### src/rtl/id_ex_stage_pkg.sv
// Shared ID/EX definitions: ALU op encodings, operand-select codes and the
// control bundle carried through the ID/EX register.
package id_ex_stage_pkg;

  localparam int unsigned ALU_OP_W = 4;
  localparam int unsigned A_SEL_W  = 2;

  typedef enum logic [ALU_OP_W-1:0] {
    ALU_ADD  = 4'd0,
    ALU_SUB  = 4'd1,
    ALU_SLL  = 4'd2,
    ALU_SLT  = 4'd3,
    ALU_SLTU = 4'd4,
    ALU_XOR  = 4'd5,
    ALU_SRL  = 4'd6,
    ALU_SRA  = 4'd7,
    ALU_OR   = 4'd8,
    ALU_AND  = 4'd9
  } alu_op_e;

  typedef enum logic [A_SEL_W-1:0] {
    A_SEL_RS1  = 2'd0,
    A_SEL_PC   = 2'd1,
    A_SEL_ZERO = 2'd2,
    A_SEL_RSVD = 2'd3
  } a_sel_e;

  typedef enum logic {
    B_SEL_RS2 = 1'b0,
    B_SEL_IMM = 1'b1
  } b_sel_e;

  typedef struct packed {
    logic [ALU_OP_W-1:0] alu_op;
    logic [A_SEL_W-1:0]  a_sel;
    logic                b_sel;
    logic                reg_we;
    logic                mem_re;
    logic                mem_we;
  } id_ex_ctrl_t;

endpackage

### src/rtl/id_ex_stage_fwd_unit.sv
// Per-operand bypass select: MEM beats WB beats the stored value; x0 is
// always zero. Flags a MEM-stage load that this operand still waits on.
module id_ex_stage_fwd_unit #(
  parameter int unsigned XLEN = 32,
  parameter int unsigned RA_W = 5
) (
  input  logic [RA_W-1:0] rs,
  input  logic            used,
  input  logic [XLEN-1:0] stored,
  input  logic [RA_W-1:0] mem_rd,
  input  logic            mem_reg_we,
  input  logic            mem_mem_re,
  input  logic [XLEN-1:0] mem_result,
  input  logic [RA_W-1:0] wb_rd,
  input  logic            wb_reg_we,
  input  logic [XLEN-1:0] wb_result,
  output logic [XLEN-1:0] value_c,
  output logic            pending_c
);

  logic rs_zero;

  always_comb begin
    rs_zero   = (rs == RA_W'(0));
    value_c   = stored;
    pending_c = used && !rs_zero && mem_reg_we && mem_mem_re && (mem_rd == rs);
    if (rs_zero) begin
      value_c = '0;
    end else if (mem_reg_we && !mem_mem_re && (mem_rd == rs)) begin
      value_c = mem_result;
    end else if (wb_reg_we && (wb_rd == rs)) begin
      value_c = wb_result;
    end
  end

endmodule

### src/rtl/id_ex_stage.sv
// ID/EX pipeline register: captures decoded instructions, forwards from
// MEM/WB, inserts load-use bubbles and drives ALU operands to EX.
module id_ex_stage
  import id_ex_stage_pkg::*;
#(
  parameter int unsigned     XLEN     = 32,
  parameter int unsigned     RA_W     = 5,
  parameter logic [XLEN-1:0] RESET_PC = 32'h0000_0000
) (
  input  logic            clk,
  input  logic            rst_n,
  input  logic            flush,
  input  logic            id_valid,
  output logic            id_ready,
  input  logic [XLEN-1:0] id_pc,
  input  logic [XLEN-1:0] id_rs1_data,
  input  logic [XLEN-1:0] id_rs2_data,
  input  logic [XLEN-1:0] id_imm,
  input  logic [RA_W-1:0] id_rs1,
  input  logic [RA_W-1:0] id_rs2,
  input  logic [RA_W-1:0] id_rd,
  input  logic [3:0]      id_alu_op,
  input  logic [1:0]      id_a_sel,
  input  logic            id_b_sel,
  input  logic            id_reg_we,
  input  logic            id_mem_re,
  input  logic            id_mem_we,
  input  logic [RA_W-1:0] mem_rd,
  input  logic            mem_reg_we,
  input  logic            mem_mem_re,
  input  logic [XLEN-1:0] mem_result,
  input  logic [RA_W-1:0] wb_rd,
  input  logic            wb_reg_we,
  input  logic [XLEN-1:0] wb_result,
  input  logic            ex_ready,
  output logic            ex_valid,
  output logic [XLEN-1:0] alu_a,
  output logic [XLEN-1:0] alu_b,
  output logic [3:0]      alu_op,
  output logic [XLEN-1:0] ex_store_data,
  output logic [XLEN-1:0] ex_pc,
  output logic [RA_W-1:0] ex_rd,
  output logic            ex_reg_we,
  output logic            ex_mem_re,
  output logic            ex_mem_we
);

  logic            valid_q,    valid_d;
  logic [XLEN-1:0] pc_q,       pc_d;
  logic [XLEN-1:0] rs1_data_q, rs1_data_d;
  logic [XLEN-1:0] rs2_data_q, rs2_data_d;
  logic [XLEN-1:0] imm_q,      imm_d;
  logic [RA_W-1:0] rs1_q,      rs1_d;
  logic [RA_W-1:0] rs2_q,      rs2_d;
  logic [RA_W-1:0] rd_q,       rd_d;
  id_ex_ctrl_t     ctrl_q,     ctrl_d;

  logic [XLEN-1:0] fwd_rs1, fwd_rs2;
  logic            pend_rs1, pend_rs2;
  logic            rs1_used, rs2_used;
  logic            ex_fire, slot_free, load_use;

  assign rs1_used = (ctrl_q.a_sel == A_SEL_RS1);
  assign rs2_used = (ctrl_q.b_sel == B_SEL_RS2) || ctrl_q.mem_we;

  id_ex_stage_fwd_unit #(.XLEN(XLEN), .RA_W(RA_W)) u_fwd_rs1 (
    .rs(rs1_q), .used(rs1_used), .stored(rs1_data_q),
    .mem_rd(mem_rd), .mem_reg_we(mem_reg_we), .mem_mem_re(mem_mem_re),
    .mem_result(mem_result), .wb_rd(wb_rd), .wb_reg_we(wb_reg_we),
    .wb_result(wb_result), .value_c(fwd_rs1), .pending_c(pend_rs1)
  );

  id_ex_stage_fwd_unit #(.XLEN(XLEN), .RA_W(RA_W)) u_fwd_rs2 (
    .rs(rs2_q), .used(rs2_used), .stored(rs2_data_q),
    .mem_rd(mem_rd), .mem_reg_we(mem_reg_we), .mem_mem_re(mem_mem_re),
    .mem_result(mem_result), .wb_rd(wb_rd), .wb_reg_we(wb_reg_we),
    .wb_result(wb_result), .value_c(fwd_rs2), .pending_c(pend_rs2)
  );

  // Handshake: the slot frees when empty or when EX takes the instruction.
  always_comb begin
    ex_valid  = valid_q && !(pend_rs1 || pend_rs2);
    ex_fire   = ex_valid && ex_ready;
    slot_free = !valid_q || ex_fire;
    load_use  = valid_q && ctrl_q.mem_re && (rd_q != RA_W'(0)) && ctrl_q.reg_we &&
                id_valid && ((id_rs1 == rd_q) || (id_rs2 == rd_q));
    id_ready  = slot_free && !load_use && !flush;
  end

  always_comb begin
    valid_d    = valid_q;
    pc_d       = pc_q;
    rs1_data_d = rs1_data_q;
    rs2_data_d = rs2_data_q;
    imm_d      = imm_q;
    rs1_d      = rs1_q;
    rs2_d      = rs2_q;
    rd_d       = rd_q;
    ctrl_d     = ctrl_q;
    if (flush) begin
      valid_d = 1'b0;
    end else if (slot_free && load_use) begin
      valid_d = 1'b0;
      ctrl_d  = '0;
    end else if (slot_free) begin
      valid_d       = id_valid;
      pc_d          = id_pc;
      rs1_data_d    = id_rs1_data;
      rs2_data_d    = id_rs2_data;
      imm_d         = id_imm;
      rs1_d         = id_rs1;
      rs2_d         = id_rs2;
      rd_d          = id_rd;
      ctrl_d.alu_op = id_alu_op;
      ctrl_d.a_sel  = id_a_sel;
      ctrl_d.b_sel  = id_b_sel;
      ctrl_d.reg_we = id_reg_we;
      ctrl_d.mem_re = id_mem_re;
      ctrl_d.mem_we = id_mem_we;
    end else begin
      // Stalled: absorb producers retiring from MEM/WB before they leave.
      rs1_data_d = fwd_rs1;
      rs2_data_d = fwd_rs2;
    end
  end

  always_ff @(posedge clk or negedge rst_n) begin
    if (!rst_n) begin
      valid_q    <= 1'b0;
      pc_q       <= RESET_PC;
      rs1_data_q <= '0;
      rs2_data_q <= '0;
      imm_q      <= '0;
      rs1_q      <= '0;
      rs2_q      <= '0;
      rd_q       <= '0;
      ctrl_q     <= '0;
    end else begin
      valid_q    <= valid_d;
      pc_q       <= pc_d;
      rs1_data_q <= rs1_data_d;
      rs2_data_q <= rs2_data_d;
      imm_q      <= imm_d;
      rs1_q      <= rs1_d;
      rs2_q      <= rs2_d;
      rd_q       <= rd_d;
      ctrl_q     <= ctrl_d;
    end
  end

  always_comb begin
    case (ctrl_q.a_sel)
      A_SEL_RS1: alu_a = fwd_rs1;
      A_SEL_PC:  alu_a = pc_q;
      default:   alu_a = '0;
    endcase
    alu_b = (ctrl_q.b_sel == B_SEL_IMM) ? imm_q : fwd_rs2;
  end

  assign ex_store_data = fwd_rs2;
  assign alu_op        = ctrl_q.alu_op;
  assign ex_pc         = pc_q;
  assign ex_rd         = rd_q;
  assign ex_reg_we     = ctrl_q.reg_we;
  assign ex_mem_re     = ctrl_q.mem_re;
  assign ex_mem_we     = ctrl_q.mem_we;

endmodule

### config.mk
export PLATFORM = sky130hd
export DESIGN_NAME = id_ex_stage
export DESIGN_NICKNAME = d
export VERILOG_FILES = /design/src/rtl/id_ex_stage_pkg.sv /design/src/rtl/id_ex_stage_fwd_unit.sv /design/src/rtl/id_ex_stage.sv
export SDC_FILE = /design/constraint.sdc
export NUM_CORES = 1
export LEC_CHECK = 0
export BUFFER_PORTS_ARGS = -buffer_cell sky130_fd_sc_hd__buf_2
export CAP_MARGIN = 20
export CORE_ASPECT_RATIO = 1.2
export CORE_MARGIN = 2
export CORE_UTILIZATION = 30
export CTS_CLUSTER_SIZE = 40
export DETAILED_ROUTE_END_ITERATION = 10
export PLACE_DENSITY = 0.65
export RECOVER_POWER = 100
export REMOVE_ABC_BUFFERS = 1
export SLEW_MARGIN = 20
export SYNTH_ARGS = -nofsm -noshare
export SYNTH_HDL_FRONTEND = slang
export SYNTH_SLANG_ARGS = --single-unit
### constraint.sdc
create_clock -name clk -period 2.2 [get_ports clk]
set_input_delay 0.44 -clock clk [delete_from_list [all_inputs] [get_ports clk]]
set_output_delay 0.44 -clock clk [all_outputs]
set_load 0.03 [all_outputs]
==> results of run 1 <==
[what timing repair did]
item,in CTS,in global routing
resized for setup,310,203
endpoints found under the setup margin,252,252
buffers inserted,27,49
pin swaps,92,74
cloned,11,20
hold endpoints to repair,35,0
hold buffers,1,0
[logic make-up (layout without fill, tap and decap cells)]
| kind of cell | after synthesis | in the layout | share of synthesized area |
|---|---|---|---|
| and+or+nand+nor | 310 | 311 | 0.1429 |
| DFF | 154 | 154 | 0.3916 |
| buffers and inverters | 146 | 668 | 0.07272 |
| xor gates and xnor gates | 30 | 30 | 0.02670 |
| other | 0 | 11 | 0 |
| muxes | 82 | 82 | 0.1240 |
| AOI/OAI and AO/OA | 373 | 373 | 0.2422 |
[cell usage in the layout, fill, tap and decap left out, types with 32 or more instances in the layout]
master     synthesis  layout
nand2_1           84      83
dfrtp_1          154     147
mux2_4            79      82
o211ai_1          61      61
clkbuf_1          67      46
nor2_1           131     109
a31oi_1           64      36
a21oi_1           36      35
clkbuf_16          0      32
buf_2             23     234
buf_6              2      57
o21ai_1           14      37
buf_4              6     194
o21ai_0           97      52
a22oi_1           60      42
[through the flow]
stage / cells / util / cell area (sq um) / TNS (ns) / hold WS [ns]
3_5_place_dp: 1887 / 0.4018 / 12960 / -120.57 / 0.4106
3_3_place_gp: 1887 / 0.4018 / 12960 / -111.16 / 0.4057
4_1_cts: 1957 / 0.4723 / 15230 / -122.05 / 0.1920
6_report: 2036 / 0.5240 / 16900 / -138.60 / 0.2125
2_1_floorplan: 981 / - / 9246 / -697.86 / 0.1444
5_1_grt: 2034 / 0.5238 / 16890 / -158.04 / 0.2011
[power by group]
part / internal (W) / total, W / switching, W
combinational: 0.00270 / 0.00612 / 0.00342
sequential: 0.00324 / 0.00358 / 0.000338
clock: 0.00192 / 0.00326 / 0.00134
total: 0.00786 / 0.0130 / 0.00510
[area by class of cell]
cell class,count,area (sq um),area share
sequential,154,3862,0.2286
timing repair buffer,605,4985,0.2950
clock buffer,19,442.9,0.02621
multi-input combinational,796,6777,0.4010
clock inverter,12,172.7,0.01022
tap,407,509.2,0.03013
antenna,11,27.53,0.001629
inverter,32,122.6,0.007256
[routing by layer]
| layer | vias up | wire length (um) |
|---|---|---|
| li1 | 5055 | - |
| met5 | - | 18 |
| met1 | 5763 | 19020 |
| met2 | 735 | 24960 |
| met4 | 2 | 2225 |
| met3 | 175 | 3921 |
[worst max-delay path: cells and delay by family, from the launching register on]
| kind | cells | cell delay [ns] |
|---|---|---|
| XOR/XNOR | 1 | 0.18 |
| buffers and inverters | 3 | 0.51 |
| AO/OA/AOI/OAI | 3 | 0.53 |
| AND/OR/NAND/NOR | 2 | 0.58 |
| flip-flops | 1 | 0.46 |
[worst max path at each step]
stage,start,end,slack (ns),cells after the start
finish,rs2_q[2],alu_b[25],-0.97,9
CTS,rs1_q[1],alu_a[30],-0.89,10
detailed placement,wb_rd[2],alu_a[9],-0.66,9
floorplan,mem_rd[3],rs2_data_q[25],-5.08,5
global route,rs1_q[1],alu_a[31],-1.10,10
global placement,rs1_q[1],alu_a[9],-0.66,9
[flip-flops by register name, summed over array words and instances, names as in the netlist]
register,count
ex_pc,32
ex_reg_we,1
ctrl_q,3
rs1_q,5
alu_op,4
rs1_data_q,32
ex_mem_re,1
rs2_data_q,32
rs2_q,5
valid_q,1
ex_mem_we,1
imm_q,32
ex_rd,5
==> metrics.txt, run 1 <==
outcome finished, violations left; failing checks negative setup slack; launching point of the worst reg2reg path rs1_q[0]; die height 202.4 um; vias in the first global route 11550; TritonCTS clock tree yes; core area 0.03225 sq mm; Max-slew headroom 0.1975; initial core utilization 0.3052; placer's final routability congestion estimate 0.8660; unique cell type count in the Yosys netlist 40; GRT overflow 0; top post-synthesis cells by area dfrtp_1 (39%), mux2_4 (12%), nor2_1 (5.0%), o21ai_0 (4.9%), o211ai_1 (4.7%); EDFF count, synth 0; largest net degree at the start of global routing 65; Post-Synthesis Cells 1095; Pwr Density 767.1 mW/mm^2; Syn Std Cell Area 0.009842 sq mm; Top FF cell, synth dfrtp_1; top cells by count, synth dfrtp_1 (154), nor2_1 (131), o21ai_0 (97); row count 72; R2R Path End rs1_data_q[20]; worst slew pin tran 1.204 ns; global-route wire length before repair 65630 um; post-synth top area share 0.3916; Hold Path End imm_q[23]; Min-Delay Path Depth 2; Antenna Nets Post-Route 0; H-tree depth 4; CP max stage cell dfrtp_2; final worst setup slack -0.9742 ns; max_cap viols 0; #FFs+latches synth 154; met3 usage 0.05698; flop2flop setup slack -0.55 ns; TritonCTS Buffers 17; Syn. warnings 0; most frequent cell after synthesis dfrtp_1; FFs w/ async S/R, synth 1.000; clock skew 0.007952 ns; area leader, netlist dfrtp_1; met1 usage 0.2938; Reg2Reg Depth 14; Most Crowded Layer GR met2; final period utilization 1.443; fillcell total 2814; Port Buf Inserts 376; clock sink count 154; hpwl dp 28420 um; leakage 7.501 nW; Power Total 0.01296 W; die width 169.3 um; Critical Path RT 1.76 ns; crit end category output port; DRC Markers 0; nets@finish 1841; Pre-antenna DRT Iters 6; met2 Use GR 0.4344; share of cells above drive strength 1 0.5389; via/cell ratio 5.761; final max-slew violation count 0; CP Launch Type flip-flop; Layout area overhead 71.70%; Reg clk slew, reported paths 0.07 ns; CP cell instances xnor2_1 > nand2_1 > or3_4 > buf_12 > buf_8 > o211ai_1 > o21ai_1 > o31ai_1 > buf_4; Setup-failing EPs final 251; Critical Path AT 2.73 ns; initial antenna violation count 11; RSZ-0062 raised after global routing yes; Avg Inst Size Synth 8.988 sq um; DR vias 11730; critical path fanouts, max 8; peak supply drop 500.6 uV; Clk Latency, worst-skew pair 0.45 ns; total track usage 0.2520; Die ar. 0.03428 sq mm; Final min period 3.174 ns; WL per Instance 24.63 um; Setup WS pre-CTS -0.6594 ns; Hold/Removal Path Class input port to flip-flop; Clock Root Buffer clkbuf_16; Worst path max stage delay 0.46 ns; DRT Wirelength 50140 um; Fmax 0.3150 GHz; kind of critical path flip-flop to output port; IO Count 377; register area share after synthesis 0.3916; clk buf depth 2; Hold Startpoint id_imm[23]; Initial DRC Count 1182; Final Hold Viols 0
Note: power is estimated with default switching activity, not from simulation.
==> inputs of run 2 (changes only) <==
--- a/config.mk
+++ b/config.mk
@@ -7,11 +7,12 @@
 export LEC_CHECK = 0
 export BUFFER_PORTS_ARGS = -buffer_cell sky130_fd_sc_hd__buf_2
 export CAP_MARGIN = 20
-export CORE_ASPECT_RATIO = 1.2
+export CORE_ASPECT_RATIO = 1.25
 export CORE_MARGIN = 2
 export CORE_UTILIZATION = 30
 export CTS_CLUSTER_SIZE = 40
 export DETAILED_ROUTE_END_ITERATION = 10
+export HOLD_SLACK_MARGIN = 0.12
 export PLACE_DENSITY = 0.65
 export RECOVER_POWER = 100
 export REMOVE_ABC_BUFFERS = 1
==> metrics.txt, run 2 (synthesis gave the netlist of run 1 again) <==
outcome finished, violations left; failing checks negative setup slack; Placed Cells 1892; Port Buf Inserts 376; GRT overflow 0; Most Crowded Layer GR met2; die width 166.0 um; TritonCTS Buffers 17; fillcell total 2727; via/cell ratio 5.842; Power Total 0.01318 W; WL per Instance 25.83 um; initial core utilization 0.3028; Layout area overhead 82.16%; Hold/Removal Path Class input port to flip-flop; Finished Core Util 0.5517; RSZ-0062 raised after global routing yes; IO Count 377; Reg clk slew, reported paths 0.07 ns; Final Hold Viols 0; row count 74; final worst setup slack -1.018 ns; Worst path max stage delay 0.46 ns; critical path fanouts, max 5; Fmax 0.3108 GHz; clock sink count 154; Clk Latency, worst-skew pair 0.46 ns; total track usage 0.2684; Die ar. 0.03428 sq mm; vias in the first global route 11590; global-route wire length before repair 69690 um; Clock Root Buffer clkbuf_16; DRC Markers 0; DR vias 12180; met1 usage 0.3183; met3 usage 0.06013; Critical Path AT 2.78 ns; largest net degree at the start of global routing 65; Critical Path RT 1.76 ns; final max-slew violation count 0; nets@finish 1882; final period utilization 1.463; Non-Filler Instances 2085; H-tree depth 4; peak supply drop 482.8 uV; met2 Use GR 0.4579; crit end category output port; hpwl dp 28870 um; Setup-failing EPs final 252; leakage 7.893 nW; most frequent cells in the layout buf_2 (234), buf_4 (193), dfrtp_1 (145); placer's final routability congestion estimate 0.9301; Pwr Density 735.1 mW/mm^2; DRT Wirelength 53860 um; Initial DRC Count 1221; Pre-antenna DRT Iters 6; worst slew pin tran 1.152 ns; share of cells above drive strength 1 0.5928; fin area 0.01793 sq mm; initial antenna violation count 6; max_cap viols 0; CP max stage cell or3_4; TritonCTS clock tree yes; clock skew 0.01430 ns; die height 206.5 um; Setup WS pre-CTS -0.6260 ns; CP cell instances buf_6 > xnor2_2 > nand2_1 > or3_4 > buf_12 > buf_4 > o211ai_1 > o21ai_2 > o31ai_1 > buf_4; Max-slew headroom 0.2319; Antenna Nets Post-Route 0; CP Launch Type flip-flop; clk buf depth 2; Final min period 3.218 ns; core area 0.03250 sq mm; placed cell area 0.01301 sq mm; crit-path most repeated cell buf_4; most common cell after layout, fill and taps aside buf_2; kind of critical path flip-flop to output port
-- run 2: cell count changes in the layout (fill, tap and decap cells not counted), moves of 16 or more --
cell / delta
buf_6: +19
nor2_4: +25
a21oi_1: -24
nor2_1: -31
o21ai_2: +16
buf_12: +16
a21oi_2: +21
-- run 2: report_power, final --
| group | leakage (nW) | internal (W) | switching [W] | total, W |
|---|---|---|---|---|
| clock network | 0.266 | 0.00158 | 0.00143 | 0.00301 |
| registers | 1.77 | 0.00324 | 0.000372 | 0.00361 |
| logic | 5.85 | 0.00298 | 0.00358 | 0.00656 |
| total | 7.89 | 0.00780 | 0.00538 | 0.0132 |
-- run 2: metal layers --
metal | vias to the layer above | routed length, um
li1 | 5153 | -
met1 | 6049 | 19740
met2 | 798 | 26930
met3 | 181 | 4540
met4 | 0 | 2654
met5 | - | 0
-- run 2: path summary, 6_finish.rpt --
kind	start	to	slack, ns	cells past startpoint
hold / removal	id_pc[0]	ex_pc[0]	0.21	2
min in group asynchronous	rst_n	imm_q[5]	0.75	2
max in group asynchronous	rst_n	ctrl_q[3]	0.20	3
setup / recovery	rs2_q[2]	alu_b[3]	-1.02	10
hold reg to reg	alu_op[0]	alu_op[0]	0.50	2
setup reg to reg	rs1_q[3]	ex_pc[1]	-0.81	14
-- run 2: metrics by stage --
step,setup TNS [ns],hold slack (ns)
final,-168.70,0.2088
after detailed placement,-110.42,0.3987
after global routing,-187.33,0.1930
after CTS,-158.54,0.1908
after global placement,-105.74,0.3930
after floorplan,-697.86,0.1444
-- run 2: timing repair --
item,4_1_cts,5_1_grt
setup buffers,66,58
pin swaps,91,99
resized for setup,346,302
gates cloned,27,22
hold endpoints to repair,34,0
endpoints found under the setup margin,251,252
hold buffers,1,0
-- run 2: layout make-up --
type                    count  area [sq um]  share of cell area
inverters                  32         125.1            0.006979
diodes                      7         17.52           0.0009770
flip-flops and latches    154          3865              0.2156
well taps                 418         523.0             0.02917
multi-input cells         796          7051              0.3933
clock inverters            14         141.4            0.007886
clock buffers              18         429.2             0.02394
repair buffers            646          5777              0.3222
-- run 2: worst max-delay path, delay by kind of cell (launching register included) --
family          cells  cell delay, ns
compound gates      3            0.52
xor+xnor            1            0.13
buf+inv             4            0.66
flops               1            0.43
simple gates        2            0.57
==> inputs of run 3 (changes only) <==
--- a/config.mk
+++ b/config.mk
@@ -16,6 +16,7 @@
 export PLACE_DENSITY = 0.65
 export RECOVER_POWER = 100
 export REMOVE_ABC_BUFFERS = 1
+export SKIP_CTS_REPAIR_TIMING = 1
 export SLEW_MARGIN = 20
 export SYNTH_ARGS = -nofsm -noshare
 export SYNTH_HDL_FRONTEND = slang
==> metrics.txt, run 3 (synthesis gave the netlist of run 1 again) <==
failing checks negative setup slack; CP Launch Type flip-flop; clock skew 0.01080 ns; Final min period 3.148 ns; global-route wire length before repair 59330 um; launching point of the worst reg2reg path rs1_q[1]; Hold/Removal Path Class input port to flip-flop; share of cells above drive strength 1 0.5722; via/cell ratio 5.727; total track usage 0.2216; sequential share of power 0.283; final max-slew violation count 0; worst slew pin tran 1.145 ns; initial antenna violation count 4; DRT Wirelength 50200 um; Final Hold Viols 0; kind of critical path flip-flop to output port; final period utilization 1.431; vias in the first global route 10400; Crit. Startpoint rs2_q[1]; nets@finish 1842; Power Total 0.01272 W; Die ar. 0.03428 sq mm; Critical Path RT 1.76 ns; Port Buf Inserts 376; die height 206.5 um; placer's final routability congestion estimate 0.9301; reported net switching power 0.005200 W; clock sink count 154; Logic pwr share 0.481; GRT overflow 0; final worst setup slack -0.9483 ns; row count 74; DR vias 11710; Initial DRC Count 1152; largest net degree at the start of global routing 65; IO Count 377; H-tree depth 4; Layout area overhead 73.76%; TritonCTS clock tree yes; Antenna Nets Post-Route 0; die width 166.0 um; most frequent cells in the layout buf_2 (237), buf_4 (183), dfrtp_1 (143); Fmax 0.3176 GHz; Critical Path AT 2.71 ns; Clk Latency, worst-skew pair 0.45 ns; Reg clk slew, reported paths 0.07 ns; Pre-antenna DRT Iters 6; critical path fanouts, max 6; TritonCTS Buffers 17; switching share of power 0.4087; leakage 7.502 nW; outcome finished, violations left; hpwl dp 28870 um; Clock Root Buffer clkbuf_16; fin area 0.01710 sq mm; Internal Power 0.007524 W; initial core utilization 0.3028; Hold Startpoint id_imm[16]; peak supply drop 490.0 uV; clk buf depth 2; placed cell area 0.01301 sq mm; most common cell after layout, fill and taps aside buf_2; crit end category output port; WL per Instance 24.56 um; Setup-failing EPs final 251; max_cap viols 0; RSZ-0062 raised after global routing yes; clock share of power 0.236; core area 0.03250 sq mm; Pwr Density 744.0 mW/mm^2; DRC Markers 0; Max-slew headroom 0.2365
run 3: changes by cell type in the layout (fill, tap and decap cells not counted), sizes merged:
cell | previous run | this run
buf | 582 | 532
clkbuf | 79 | 92
bufbuf | 2 | 0
clkinv | 6 | 5
diode | 7 | 6
inv | 35 | 36
nand2b | 6 | 5
run 3: worst paths after layout:
kind                                   to  cells after the start  slack, ns
setup / recovery                 alu_b[9]                      9      -0.95
hold / removal                  imm_q[16]                      2       0.21
setup reg to reg                ex_pc[16]                     10      -0.44
hold reg to reg                 imm_q[16]                      1       0.51
max in group asynchronous  rs1_data_q[28]                      3       0.15
min in group asynchronous        imm_q[5]                      2       0.75
run 3: final cells by class:
class	instances	area, sq um
diodes	6	15.01
clock buffers	18	429.2
clock inverters	14	141.4
fillers	2836	15400
inverters	32	120.1
multi-input cells	795	6919
flip-flops and latches	154	3867
well taps	418	523.0
repair buffers	607	5086
run 3: critical path: stages, from the launching register on:
cell and delay [ns]:
dfrtp_2 0.48, xnor2_2 0.15, nand3_2 0.10, or3_4 0.46, buf_12 0.16, clkbuf_16 0.16, o211ai_1 0.14, o21ai_2 0.13
o31ai_2 0.26, buf_4 0.21
run 3: power groups by stage:
stage / Clock (W) / Sequential [W] / Combinational (W)
after floorplan: 0 / 0.00380 / 0.00245
after global placement: 0 / 0.00357 / 0.00451
after detailed placement: 0 / 0.00359 / 0.00456
after CTS: 0.00304 / 0.00354 / 0.00458
after global routing: 0.00313 / 0.00364 / 0.00642
final: 0.00300 / 0.00360 / 0.00612
run 3: metrics by stage:
stage,utilization,instances,hold WS (ns),setup TNS [ns],worst slack (ns)
6_report,0.5262,2044,0.2127,-128.23,-0.9483
5_1_grt,0.5260,2041,0.1948,-148.93,-1.062
4_1_cts,0.4180,1924,-0.08580,-129.54,-1.046
3_5_place_dp,0.4004,1892,0.3987,-110.42,-0.6260
3_3_place_gp,0.4004,1892,0.3930,-105.74,-0.5877
2_1_floorplan,-,981,0.1444,-697.86,-5.083
run 3: routing by layer:
metal	routed length (um)	share of wire	up-vias	global-route usage
met1	19280	0.38	5762	0.2687
met3	4001	0.080	165	0.04807
met2	24730	0.49	724	0.3874
li1	-	-	5052	-
met5	13	0.00026	-	0
met4	2173	0.043	2	0.08230
